### config.mk
export PLATFORM = sky130hd
export DESIGN_NAME = sdp_fifo_ctrl
export DESIGN_NICKNAME = d
export VERILOG_FILES = /design/src/rtl/sdp_fifo_pkg.sv /design/src/rtl/sdp_fifo_obuf.sv /design/src/rtl/sdp_fifo_ctrl.sv
export SDC_FILE = /design/constraint.sdc
export NUM_CORES = 1
export LEC_CHECK = 0
export CORE_MARGIN = 4
export CORE_UTILIZATION = 34
export CTS_CLUSTER_SIZE = 12
export DETAILED_ROUTE_END_ITERATION = 6
export GPL_TIMING_DRIVEN = 0
export PLACE_DENSITY = 0.71
export SKIP_CTS_REPAIR_TIMING = 1
export SYNTH_ARGS = -nofsm -noshare
export SYNTH_HDL_FRONTEND = slang
export SYNTH_HIERARCHICAL = 1
export SYNTH_SLANG_ARGS = --single-unit
### constraint.sdc
create_clock -name clk -period 4.1 [get_ports clk]
set_input_delay 0.41 -clock clk [delete_from_list [all_inputs] [get_ports clk]]
set_output_delay 0.41 -clock clk [all_outputs]
set_load 0.05 [all_outputs]
### src/rtl/sdp_fifo_pkg.sv
// rtl/sdp_fifo_pkg.sv - shared defaults, depth helper and buffer-occupancy type for sdp_fifo_ctrl
package sdp_fifo_pkg;

  localparam int ADDR_W_DEF = 10;
  localparam int DATA_W_DEF = 16;

  typedef logic [1:0] occ_t;

  function automatic int depth(input int aw);
    return 1 << aw;
  endfunction

endpackage

### src/rtl/sdp_fifo_obuf.sv
// rtl/sdp_fifo_obuf.sv - 2-entry first-word-fall-through output buffer with in-flight read tracking
module sdp_fifo_obuf
  import sdp_fifo_pkg::*;
#(
  parameter int DATA_W = DATA_W_DEF
) (
  input  logic              clk,
  input  logic              rst_n,
  input  logic              rd_issue,
  input  logic [DATA_W-1:0] ram_dob,
  input  logic              rd_ready,
  output logic              rd_valid,
  output logic [DATA_W-1:0] rd_data,
  output occ_t              occ,
  output logic              inflight,
  output logic              room
);

  logic              pop;
  occ_t              tail_idx;
  logic [DATA_W-1:0] ent0;
  logic [DATA_W-1:0] ent1;

  assign rd_valid = (occ != 2'd0);
  assign rd_data  = ent0;
  assign pop      = rd_valid & rd_ready;
  assign tail_idx = occ - {1'b0, pop};
  // Room for another read once this cycle's pop has freed its slot.
  assign room     = (({1'b0, occ} + {2'b00, inflight}) - {2'b00, pop}) < 3'd2;

  always_ff @(posedge clk or negedge rst_n) begin
    if (!rst_n) begin
      occ      <= 2'd0;
      inflight <= 1'b0;
    end else begin
      occ      <= occ - {1'b0, pop} + {1'b0, inflight};
      inflight <= rd_issue;
    end
  end

  // The returning word lands behind whatever survives this cycle's pop.
  always_ff @(posedge clk) begin
    if (pop) ent0 <= ent1;
    if (inflight) begin
      if (tail_idx == 2'd0) ent0 <= ram_dob;
      else                  ent1 <= ram_dob;
    end
  end

endmodule

### src/rtl/sdp_fifo_ctrl.sv
// rtl/sdp_fifo_ctrl.sv - simple-dual-port RAM FIFO controller; SDP_FIFO_ALMOST_EN adds almost_full/almost_empty
module sdp_fifo_ctrl
  import sdp_fifo_pkg::*;
#(
  parameter int ADDR_W = ADDR_W_DEF,
  parameter int DATA_W = DATA_W_DEF
`ifdef SDP_FIFO_ALMOST_EN
  ,
  parameter int AF_LVL = depth(ADDR_W) - 4,
  parameter int AE_LVL = 4
`endif
) (
  input  logic              clk,
  input  logic              rst_n,
  input  logic              wr_valid,
  output logic              wr_ready,
  input  logic [DATA_W-1:0] wr_data,
  output logic              rd_valid,
  input  logic              rd_ready,
  output logic [DATA_W-1:0] rd_data,
  output logic [ADDR_W+1:0] count,
  output logic              ram_ena,
  output logic              ram_wea,
  output logic [ADDR_W-1:0] ram_addra,
  output logic [DATA_W-1:0] ram_dia,
  output logic              ram_enb,
  output logic [ADDR_W-1:0] ram_addrb,
  input  logic [DATA_W-1:0] ram_dob
`ifdef SDP_FIFO_ALMOST_EN
  ,
  output logic              almost_full,
  output logic              almost_empty
`endif
);

  localparam logic [ADDR_W:0]   FULL_CNT = {1'b1, {ADDR_W{1'b0}}};
  localparam logic [ADDR_W:0]   CNT_ONE  = {{ADDR_W{1'b0}}, 1'b1};
  localparam logic [ADDR_W-1:0] PTR_ONE  = {{(ADDR_W-1){1'b0}}, 1'b1};

  logic [ADDR_W-1:0] wptr;
  logic [ADDR_W-1:0] rptr;
  logic [ADDR_W:0]   ram_cnt;
  logic              push;
  logic              rd_issue;
  logic              room;
  logic              inflight;
  occ_t              occ;

  assign wr_ready  = (ram_cnt != FULL_CNT);
  assign push      = wr_valid & wr_ready & rst_n;
  assign rd_issue  = (ram_cnt != '0) & room;

  assign ram_ena   = push;
  assign ram_wea   = push;
  assign ram_addra = wptr;
  assign ram_dia   = wr_data;
  assign ram_enb   = rd_issue;
  assign ram_addrb = rptr;

  assign count = {1'b0, ram_cnt} + {{ADDR_W{1'b0}}, occ} + {{(ADDR_W+1){1'b0}}, inflight};

  always_ff @(posedge clk or negedge rst_n) begin
    if (!rst_n) begin
      wptr    <= '0;
      rptr    <= '0;
      ram_cnt <= '0;
    end else begin
      if (push)     wptr <= wptr + PTR_ONE;
      if (rd_issue) rptr <= rptr + PTR_ONE;
      case ({push, rd_issue})
        2'b10:   ram_cnt <= ram_cnt + CNT_ONE;
        2'b01:   ram_cnt <= ram_cnt - CNT_ONE;
        default: ram_cnt <= ram_cnt;
      endcase
    end
  end

  sdp_fifo_obuf #(
    .DATA_W(DATA_W)
  ) u_obuf (
    .clk     (clk),
    .rst_n   (rst_n),
    .rd_issue(rd_issue),
    .ram_dob (ram_dob),
    .rd_ready(rd_ready),
    .rd_valid(rd_valid),
    .rd_data (rd_data),
    .occ     (occ),
    .inflight(inflight),
    .room    (room)
  );

`ifdef SDP_FIFO_ALMOST_EN
  localparam logic [ADDR_W+1:0] AF_C = AF_LVL[ADDR_W+1:0];
  localparam logic [ADDR_W+1:0] AE_C = AE_LVL[ADDR_W+1:0];

  always_ff @(posedge clk or negedge rst_n) begin
    if (!rst_n) begin
      almost_full  <= 1'b0;
      almost_empty <= 1'b1;
    end else begin
      almost_full  <= (count >= AF_C);
      almost_empty <= (count <= AE_C);
    end
  end
`endif

endmodule
==> qor.yml, run 1 <==
timing:
  period_needed_ps: 3840
  final-hold-violation-count: 0
  clock_skew_ps: 7.94
  final.period_utilization: 0.937
  worst_hold_slack_ps: 159
  tightest_slew_ps: 825
  relSlewSlack: 0.450
  rsz0062_at_grt: "false"
  timing.fmax_mhz: 260
  setup_slack_ps: 256
  setup_viol: 0
  slew_violations: 0
detailed_routing:
  drt-met1-wl_um: 3430
  wl_um: 7770
  route.met2.wl_um: 3730
  detail_route.wl_per_cell_um: 14.3
  drc: 0
  firstDrtPassIters: 4
  top_layer_used: "met4"
  vias_per_cell: 4.78
  ant_nets: 0
  wl_met3_um: 541
  drtIter0Drc: 123
  vias: 2598
final_layout:
  final_common_cell: "clkdlybuf4s50_1"
  nNetsFinal: 460
  regArea_mm2: 0.00165
  nFillCells: 902
  drive_above_1_share: 0.212
  area_growth_pct: 37.1
  fin_area_mm2: 0.00485
  final_cells: 543
  multiInputGateArea_mm2: 0.00170
  diodes: 0
  mostFrequentLayoutCells: "clkdlybuf4s50_1, mux2_2, dfrtp_1"
floorplan:
  die-width_um: 110
  fp-row-count: 36
  fp.coreArea_mm2: 0.00995
  dieArea_mm2: 0.0121
  num_io_pins: 105
  die_h_um: 110
  initial_core_util: 0.355
min_path:
  min_path_type: "in2async"
placement:
  hpwl_um: 5690
  post-place-cells: 525
  gp_congestion: 0.870
  io_buffer_count: 88
  placed_cell_area_mm2: 0.00459
  dp_slack_ps: -680
worst_setup_path:
  critPathRequiredTime_ps: 4370
  cp-end-kind: "register"
  worstSetupPathType: "in2reg"
  crit_fanout: 14
  worstPathArrival_ps: 4110
  cp-start-kind: "input pin"
  reg2reg_depth: 15
clock_tree:
  cts_tree: "yes"
  clock-sinks: 66
  cts_max_path_buffers: 2
  cts_made_buffers: 9
  clockRootBuffer: "clkbuf_8"
  clk_latency_ps: 340
  clk_pin_slew_ps: 80
  htree_levels: 3
run:
  cap_violations: 0
grt:
  grt_pass1_vias: 2563
  antenna_found_initial: 0
  grt_max_degree: 36
  grt.total_usage: 0.132
  grt_overflow: 0
  grt_pass1_wl_um: 12500
synthesis:
  synthCells: 304
  async_flop_share: 0.515
  ys.flop_type: "dfrtp_1"
  ys_seq_area_frac: 0.467
  synth-edff-count: 16
  syn_nets: 359
  synthDistinctLibCells: 48
  syn-cell-area_mm2: 0.00354
  synth_warnings: 6
  avgSynthCellArea_um2: 11.6
  ys_ff_latch: 66
run_status:
  outcome: "completed"
-- critical path, stage by stage --
cell and delay, ps:
clkdlybuf4s50_1 520, nand2b_1 190, nand2_1 110, ha_1 220, fa_1 410, xnor2_1 130, nor2_1 110, inv_1 80
a41oi_4 210, ha_4 280, ha_1 310, a211o_1 350, a211oi_2 290, or2_2 180, a2bb2oi_1 160, nor2b_1 150
-- cell usage after synthesis (all sizes together), types with 4 or more instances --
cell type   n  area share
fa          4       0.023
a21oi       5      0.0071
nand4       6       0.011
buf        21       0.046
mux2       35        0.11
dfrtp      34        0.24
o21ai      12       0.018
dfxtp      16       0.091
nand2      19       0.020
inv        13       0.014
nor2       11       0.012
ha         15       0.053
nand3      10       0.014
edfxtp     16        0.14
and3       10       0.019
xnor2      21       0.052
xor2       13       0.032
a21o        5       0.011
-- sequential cells by signal, summed over array words and instances, names as in the netlist --
signal / cells
u_obuf/occ: 2
u_obuf/rd_data: 16
ram_addrb: 10
ram_cnt: 11
u_obuf/ent1: 16
u_obuf/inflight: 1
ram_addra: 10
-- cell type report --
class / instances / area share
multi-input cells: 203 / 0.351
clock inverters: 7 / 0.0209
well taps: 133 / 0.0343
plain buffers: 22 / 0.0341
repair buffers: 90 / 0.184
flip-flops and latches: 66 / 0.341
clock buffers: 9 / 0.0256
inverters: 13 / 0.0101
-- path summary, 6_finish.rpt --
path	slack, ps	to	start
worst max-delay path	260	ram_cnt[10]	rd_ready
max in group asynchronous	3410	ram_cnt[4]	rst_n
worst max register to register	420	ram_cnt[10]	u_obuf/occ[1]
min in group clk	480	ram_addrb[9]	ram_addrb[9]
worst min-delay path	160	ram_cnt[7]	rst_n
worst min register to register	480	ram_addrb[9]	ram_addrb[9]
-- per-layer routing --
layer  track usage  vias up
met1         0.165     1249
li1              -     1267
met4        0.0472        0
met2         0.212       74
met3        0.0431        8
met5             0        -
-- kinds of logic (layout without fill, tap and decap cells) --
| group | after synthesis | count (layout) | synth area share |
|---|---|---|---|
| buffers and inverters | 35 | 141 | 0.0605 |
| adder cells (fa/ha/maj) | 19 | 19 | 0.0757 |
| XOR/XNOR | 34 | 34 | 0.0842 |
| AND/OR/NAND/NOR | 73 | 73 | 0.117 |
| AO/OA/AOI/OAI | 42 | 42 | 0.0832 |
| multiplexers | 35 | 35 | 0.113 |
| flip-flops | 66 | 66 | 0.467 |
-- metrics by stage --
step,util,TNS (ps)
global placement,0.462,-3060
floorplan,-,0
CTS,0.484,-1060
detailed placement,0.461,-3530
global route,0.487,0
finish,0.487,0
Power of run 1 is left out: the tool's default activity adds up to more than one toggle a clock period on the data nets, which glitch-free logic cannot reach.
==> inputs of run 2 (changes only) <==
--- a/config.mk
+++ b/config.mk
@@ -5,6 +5,7 @@
 export SDC_FILE = /design/constraint.sdc
 export NUM_CORES = 1
 export LEC_CHECK = 0
+export ABC_AREA = 0
 export CORE_MARGIN = 4
 export CORE_UTILIZATION = 34
 export CTS_CLUSTER_SIZE = 12
==> results of run 2 <==
Final layout, timing and power as in run 1 (identical DEF).
Power of run 2 is left out for the same reason.
